--- config.mk ---
export PLATFORM = sky130hd
export DESIGN_NAME = flag_sync_multi
export DESIGN_NICKNAME = d
export VERILOG_FILES = /design/src/rtl/flag_sync_multi.sv
export SDC_FILE = /design/constraint.sdc
export NUM_CORES = 1
export LEC_CHECK = 0
export BUFFER_PORTS_ARGS = -buffer_cell sky130_fd_sc_hd__clkbuf_2
export CAP_MARGIN = 40
export CORE_MARGIN = 4
export CORE_UTILIZATION = 30
export CTS_BUF_LIST = sky130_fd_sc_hd__clkbuf_8
export DETAILED_ROUTE_END_ITERATION = 10
export PLACE_DENSITY = 0.52
export SYNTH_ARGS = -nofsm -noshare
export SYNTH_HDL_FRONTEND = slang
export SYNTH_SLANG_ARGS = --single-unit
export TNS_END_PERCENT = 1
--- constraint.sdc ---
create_clock -name clkB -period 5.9 [get_ports clkB]
set_clock_uncertainty 0.2 [all_clocks]
set_input_delay 1.18 -clock clkB [delete_from_list [all_inputs] [get_ports clkB]]
set_output_delay 1.18 -clock clkB [all_outputs]
set_load 0.1 [all_outputs]
--- src/rtl/flag_sync_multi.sv ---
// flag_sync_multi: N-channel async flag synchroniser into clkB with event pulses,
// sticky pending/overflow flags, saturating event counters and a post-reset event mask.
module flag_sync_multi #(
  parameter int N_CH        = 4,
  parameter int SYNC_STAGES = 2,
  parameter int CNT_W       = 8,
  parameter int PULSE_MODE  = 0
) (
  input  logic                  clkB,
  input  logic                  rst,
  input  logic [N_CH-1:0]       flag_in,
  input  logic [N_CH-1:0]       clr,
  input  logic                  cnt_clr,
  output logic [N_CH-1:0]       pulse_out,
  output logic [N_CH-1:0]       pending,
  output logic [N_CH-1:0]       overflow,
  output logic [N_CH*CNT_W-1:0] cnt_flat
);
  localparam int MW = $clog2(SYNC_STAGES + 2);
  (* ASYNC_REG = "TRUE" *) logic [N_CH-1:0] sync_q [SYNC_STAGES];
  logic [N_CH-1:0]  prev_q, pulse_q, pend_q, ovf_q, pend_d, ovf_d, raw, ev;
  logic [CNT_W-1:0] cnt_q [N_CH];
  logic [CNT_W-1:0] cnt_d [N_CH];
  logic [MW-1:0]    mask_q;
  // prev keeps tracking while masked so levels present at reset release never fire
  always_comb begin
    raw    = (PULSE_MODE != 0) ? sync_q[SYNC_STAGES-1] & ~prev_q : sync_q[SYNC_STAGES-1] ^ prev_q;
    ev     = (mask_q == '0) ? raw : '0;
    pend_d = ev | (pend_q & ~clr);
    ovf_d  = (ev & pend_q & ~clr) | (ovf_q & ~clr);
    for (int i = 0; i < N_CH; i++)
      cnt_d[i] = cnt_clr ? CNT_W'(ev[i]) : (&cnt_q[i] ? cnt_q[i] : cnt_q[i] + CNT_W'(ev[i]));
  end
  always_ff @(posedge clkB or negedge rst) begin
    if (!rst) begin
      for (int j = 0; j < SYNC_STAGES; j++) sync_q[j] <= '0;
      prev_q  <= '0;
      pulse_q <= '0;
      pend_q  <= '0;
      ovf_q   <= '0;
      for (int i = 0; i < N_CH; i++) cnt_q[i] <= '0;
      mask_q  <= MW'(SYNC_STAGES + 1);
    end else begin
      sync_q[0] <= flag_in;
      for (int j = 1; j < SYNC_STAGES; j++) sync_q[j] <= sync_q[j-1];
      prev_q  <= sync_q[SYNC_STAGES-1];
      pulse_q <= ev;
      pend_q  <= pend_d;
      ovf_q   <= ovf_d;
      cnt_q   <= cnt_d;
      if (mask_q != '0) mask_q <= mask_q - MW'(1);
    end
  end
  assign pulse_out = pulse_q;
  assign pending   = pend_q;
  assign overflow  = ovf_q;
  for (genvar g = 0; g < N_CH; g++) begin : g_cnt
    assign cnt_flat[g*CNT_W +: CNT_W] = cnt_q[g];
  end
endmodule
==> results.cfg, run 1 <==
[synthesis]
synth_fp_nets = 247
syn_inst = 227
syn_area_um2 = 2510
synth_area_per_cell_um2 = 11.1
yosysUniqueCellTypes = 34
yosysWarnings = 0
synth_seq_cells = 58
ys_seq_area_share_pct = 57.9

[layout]
area_growth_syn_to_layout_pct = 24.2
layoutNonFillerInstCount = 395
layout.nets = 305
fillCellCount = 834
finalCoreUtilization_pct = 38.1
layout-drive-gt1-share_pct = 26.6
diodes = 0

[clocking]
root_buffer = clkbuf_8
clk_latency_ns = 0.33
clockBufferDepth = 2
clock-sinks = 58
tritoncts = built
cts-buffers-inserted = 9
cts_hold_buffers = 0
path_clk_slew_ns = 0.07
cts-resized-gates = 0
cts_setup_buffers = 0
h-tree-depth = 3

[floorplan]
boundaryPins = 55
die_height_um = 99.5
fp.dieW_um = 99.5
initial_core_util_pct = 30.7
die-area_um2 = 9890
core_area_um2 = 8180
fp-row-count = 33

[critical_path]
critical_path_buf_inv_count = 1
crit_type = flop to primary output
worstSetupStartpoint = cnt_flat[2]
r2r_cells = 8
worstPathArrival_ns = 1.42
path_depth = 1
reg2reg_setup_slack_ns = 3.51
cpPeakStageDelay_ns = 0.56
reg2reg_from = mask_q[0]
path_delay_family = flip-flops
path_cells = clkbuf_2
r2r-end = cnt_flat[23]
crit_path_top_delay_cell = dfrtp_1
crit_path_max_fanout = 13
cp_data_required_time_ns = 4.52
endpoint_kind = primary output
startpoint_type = flop

[route]
ant_nets = 0
drt-vias-per-instance = 4.92
first_pass_iters = 4
vias = 1942
drcViolationCount = 0
routed_wl_um = 5410
avgRoutedWirePerCell_um = 13.7
drt-initial-drc-count = 149

[global_routing]
gr-usage-all-layers_pct = 11.5
grt_first_pass_wirelength_um = 9010
grt.overflow.total = 0
grt_pass1_vias = 1818
antenna_found_initial = 0
grt_max_degree = 59

[pwr]
leakagePower_nw = 1.53
vdd.ir_drop.worst_v = 0.000157
powerDensity_nw_per_um2 = 359

[hold_path]
hp-start = sync_q[7]
hold_end = sync_q[3]
hold_class = flop to flop
hold_depth = 0

[sta]
post-route-period-util_pct = 47.4
setup_viol = 0
worstMarginPinSlew_ns = 0.780
max_freq_mhz = 357
rsz0062_at_grt = no
relSlewSlack_pct = 48.0
final_hold_viol_count = 0
setup_tns_ns = 0
min_period_ns = 2.80
slew_viol_final = 0

[job]
cap_violations = 0

[placed_design]
place_congestion = 0.760
port_buffers = 54
dp_cells = 379
dp_hpwl_um = 3680

[outcome]
outcome = complete, no violations
==> routing by layer <==
| layer | vias to the layer above | global-route usage (%) | wire length, um |
|---|---|---|---|
| met5 | - | 0 | 0 |
| met4 | 0 | 4.73 | 42 |
| met3 | 5 | 4.00 | 344 |
| met2 | 53 | 17.1 | 2510 |
| met1 | 932 | 15.3 | 2520 |
| li1 | 952 | - | - |
==> metrics by stage <==
stage | worst slack, ns | hold WS, ns | total power, mW | cell area, um2
floorplan | 3.53 | 0.131 | 0.648 | 2510
global placement | 3.39 | 0.133 | 0.699 | 2880
detailed placement | 3.39 | 0.136 | 0.700 | 2880
CTS | 3.08 | 0.151 | 1.14 | 3120
global route | 3.04 | 0.160 | 1.17 | 3120
finish | 3.10 | 0.148 | 1.12 | 3120
==> final cells by class <==
type	count	area [um2]	area share [%]
well taps	105	131	4.21
inverters	14	52.6	1.69
clock buffers	12	165	5.30
flip-flops and latches	58	1450	46.6
multi-input cells	147	965	30.9
clock inverters	4	72.6	2.33
repair buffers	55	278	8.91
==> flip-flops by register name, summed over array words and instances (netlist names) <==
signal,cells
cnt_flat,32
mask_q,2
overflow,4
pending,4
prev_q,4
pulse_out,4
sync_q,8
==> where the power goes <==
part	leakage, nW	switching (mW)	internal, mW	total (mW)
sequential	0.734	0.0232	0.423	0.446
combinational	0.675	0.206	0.0374	0.244
clock	0.119	0.157	0.272	0.429
==> placed cells by master (no fill, tap or decap), types with 2 or more instances in the layout <==
master	Yosys	layout
dfrtp_1	56	56
clkbuf_2	0	54
a31oi_1	17	17
nor2_1	15	15
inv_1	14	14
a21oi_1	14	14
clkbuf_8	0	12
nor3_1	11	11
nand2_1	10	10
and3_1	9	9
ha_1	9	9
nor2b_1	7	7
nand4_1	6	6
o21ai_0	5	5
and4_1	5	5
a311oi_1	5	5
nand3_1	5	5
xor2_1	4	4
o21bai_1	4	4
a22oi_1	4	4
and2_1	3	3
nor4bb_1	2	2
a211oi_1	2	2
mux2_2	2	2
bufinv_16	0	2
dfstp_2	2	2
==> logic make-up (layout without fill, tap and decap cells) <==
| family | count (synthesis) | count (layout) | synth area share, % |
|---|---|---|---|
| xor+xnor | 5 | 5 | 1.74 |
| compound gates | 53 | 53 | 13.4 |
| simple gates | 77 | 77 | 17.3 |
| fa+ha+maj | 9 | 9 | 4.49 |
| mux | 3 | 3 | 1.50 |
| flops | 58 | 58 | 57.9 |
| buf+inv | 22 | 85 | 3.64 |
==> Yosys cell counts <==
master,number,share of area [%]
dfrtp_1,56,56
a31oi_1,17,4.2
nor2_1,15,2.2
a21oi_1,14,2.8
inv_1,14,2.1
nor3_1,11,2.2
nand2_1,10,1.5
and3_1,9,2.2
ha_1,9,4.5
nor2b_1,7,1.7
nand4_1,6,1.5
a311oi_1,5,1.7
and4_1,5,1.7
nand3_1,5,1.0
o21ai_0,5,1.0
a22oi_1,4,1.2
buf_2,4,0.80
o21bai_1,4,1.2
xor2_1,4,1.4
and2_1,3,0.75
clkbuf_1,3,0.45
a211oi_1,2,0.60
dfstp_2,2,2.1
mux2_2,2,0.90
nor4bb_1,2,0.80
a21boi_0,1,0.30
a41oi_1,1,0.35
and4b_1,1,0.40
and4bb_2,1,0.50
buf_4,1,0.30
mux2_4,1,0.60
nand4b_1,1,0.35
nor4b_1,1,0.35
xnor2_1,1,0.35
==> worst max path at each step <==
stage	end	slack (ns)
2_1_floorplan	cnt_flat[3]	3.53
3_3_place_gp	cnt_flat[23]	3.39
3_5_place_dp	cnt_flat[23]	3.39
4_1_cts	cnt_flat[2]	3.08
5_1_grt	cnt_flat[2]	3.04
6_report	cnt_flat[2]	3.10
No activity file was read; power rests on OpenSTA's default activity.
==> run 2: changes to the inputs <==
- clock period: 5.9 -> 2.6 ns (I/O delays scaled with it)
==> run 2 against run 1 <==
  * Clock power up 82%
  * Global-route usage did not move
  * Routed wire length is 1.0% lower
  * Worst setup slack got worse by 2.8 ns
  * Largest power group unchanged
==> results.cfg, run 2 (synthesized netlist as in run 1, its figures left out) <==
[critical_path]
cp_data_required_time_ns = 2.64
worstPathArrival_ns = 2.39
endpoint_kind = flop
crit_path_max_fanout = 11
startpoint_type = flop
crit_type = flop to flop

[sta]
hold-worst-slack_ns = 0.0909
final_hold_viol_count = 0
setup_tns_ns = 0
setup_viol = 0
slew_viol_final = 0
min_period_ns = 2.35
worstMarginPinSlew_ns = 0.747
max_freq_mhz = 426
relSlewSlack_pct = 50.2
rsz0062_at_grt = no
post-route-period-util_pct = 90.3

[layout]
area_growth_syn_to_layout_pct = 23.6
diodes = 0
mostFrequentLayoutCells = 56 x dfrtp_1, 54 x clkbuf_2, 17 x a31oi_1
largest_register_ffs = 32
layout.nets = 308
fillCellCount = 841
layout-drive-gt1-share_pct = 26.6
final_area_um2 = 3100
final_common_cell = dfrtp_1

[global_routing]
grt.overflow.total = 0
grt_first_pass_wirelength_um = 9110
use_met2_pct = 17.3
grt_pass1_vias = 1896
grt_max_degree = 59
use_met3_pct = 5.47
gr-usage-all-layers_pct = 11.5
antenna_found_initial = 0
grt-busiest-layer = met2
use_met1_pct = 14.9

[pwr]
powerDensity_nw_per_um2 = 759
power.total_mw = 2.35
vdd.ir_drop.worst_v = 0.000369
leakagePower_nw = 1.53

[placed_design]
dp_hpwl_um = 3620
place_area_um2 = 2910
place_congestion = 0.757
port_buffers = 54

[clocking]
cts-resized-gates = 0
root_buffer = clkbuf_8
cts-buffers-inserted = 9
clock-sinks = 58
h-tree-depth = 3
clk_latency_ns = 0.33
clockBufferDepth = 2
path_clk_slew_ns = 0.07
tritoncts = built

[route]
first_pass_iters = 6
avgRoutedWirePerCell_um = 13.5
routed_wl_um = 5360
drt-initial-drc-count = 85
vias = 1931
drcViolationCount = 0
drt-vias-per-instance = 4.85
ant_nets = 0

[floorplan]
die_height_um = 99.5
core_area_um2 = 8180
initial_core_util_pct = 30.7
fp-row-count = 33
die-area_um2 = 9890
fp.dieW_um = 99.5
boundaryPins = 55

[job]
cap_violations = 0

[hold_path]
hold_class = primary input to flop

[outcome]
outcome = complete, no violations
run 2: changes by cell type in the layout (fill, tap and decap cells not counted), sizes merged:
cell         previous run  this run
buf                     1         3
clkinv                  1         4
clkbuf                 66        63
inv                    14        15
bufinv                  2         1
dlygate4sd3             0         1
run 2: metal layers:
layer / wire (um) / up-vias / share of wire [%]
met5: 0 / - / 0
met3: 397 / 3 / 7.4
met2: 2380 / 57 / 44
li1: - / 957 / -
met4: 40 / 0 / 0.75
met1: 2540 / 914 / 47
run 2: path summary, 6_finish.rpt:
kind                                 to  startpoint  cells past startpoint  slack [ns]
setup / recovery           cnt_flat[14]   mask_q[0]                      9        0.25
hold / removal                sync_q[5]  flag_in[1]                      1        0.09
setup reg to reg           cnt_flat[14]   mask_q[0]                      9        0.25
hold reg to reg               sync_q[2]   sync_q[6]                      0        0.15
max in group asynchronous     mask_q[0]         rst                      3        1.37
min in group asynchronous  pulse_out[1]         rst                      3        0.51
run 2: timing repair:
| item | 4_1_cts | 5_1_grt |
|---|---|---|
| hold buffers | 1 | 0 |
| hold endpoints to repair | 50 | 0 |
| buffers inserted | 0 | 0 |
run 2: area by class of cell:
type,count,area (um2),area share [%]
inverters,14,52.6,1.69
well taps,105,131,4.23
clock inverters,7,61.3,1.98
multi-input cells,147,965,31.1
clock buffers,9,124,3.99
flip-flops and latches,58,1450,46.9
repair buffers,58,315,10.2
run 2: power by group:
group / switching, mW / internal, mW
Sequential: 0.0533 / 0.960
Clock: 0.349 / 0.431
Combinational: 0.469 / 0.0911
run 2: worst max-delay path: stages (launching register included):
cell and delay, ns:
dfstp_2 0.53, inv_1 0.04, ha_1 0.32, nand2_1 0.15
inv_1 0.07, ha_1 0.21, ha_1 0.25, nand2_1 0.10
and4bb_2 0.22, nor3_1 0.17
run 2: through the flow:
| stage | utilization [%] | std cells | setup slack, ns |
|---|---|---|---|
| global route | 38.0 | 398 | 0.0136 |
| CTS | 38.0 | 398 | 0.220 |
| global placement | 35.6 | 381 | 0.249 |
| finish | 38.0 | 398 | 0.252 |
| detailed placement | 35.6 | 381 | 0.216 |
| floorplan | - | 227 | 0.340 |
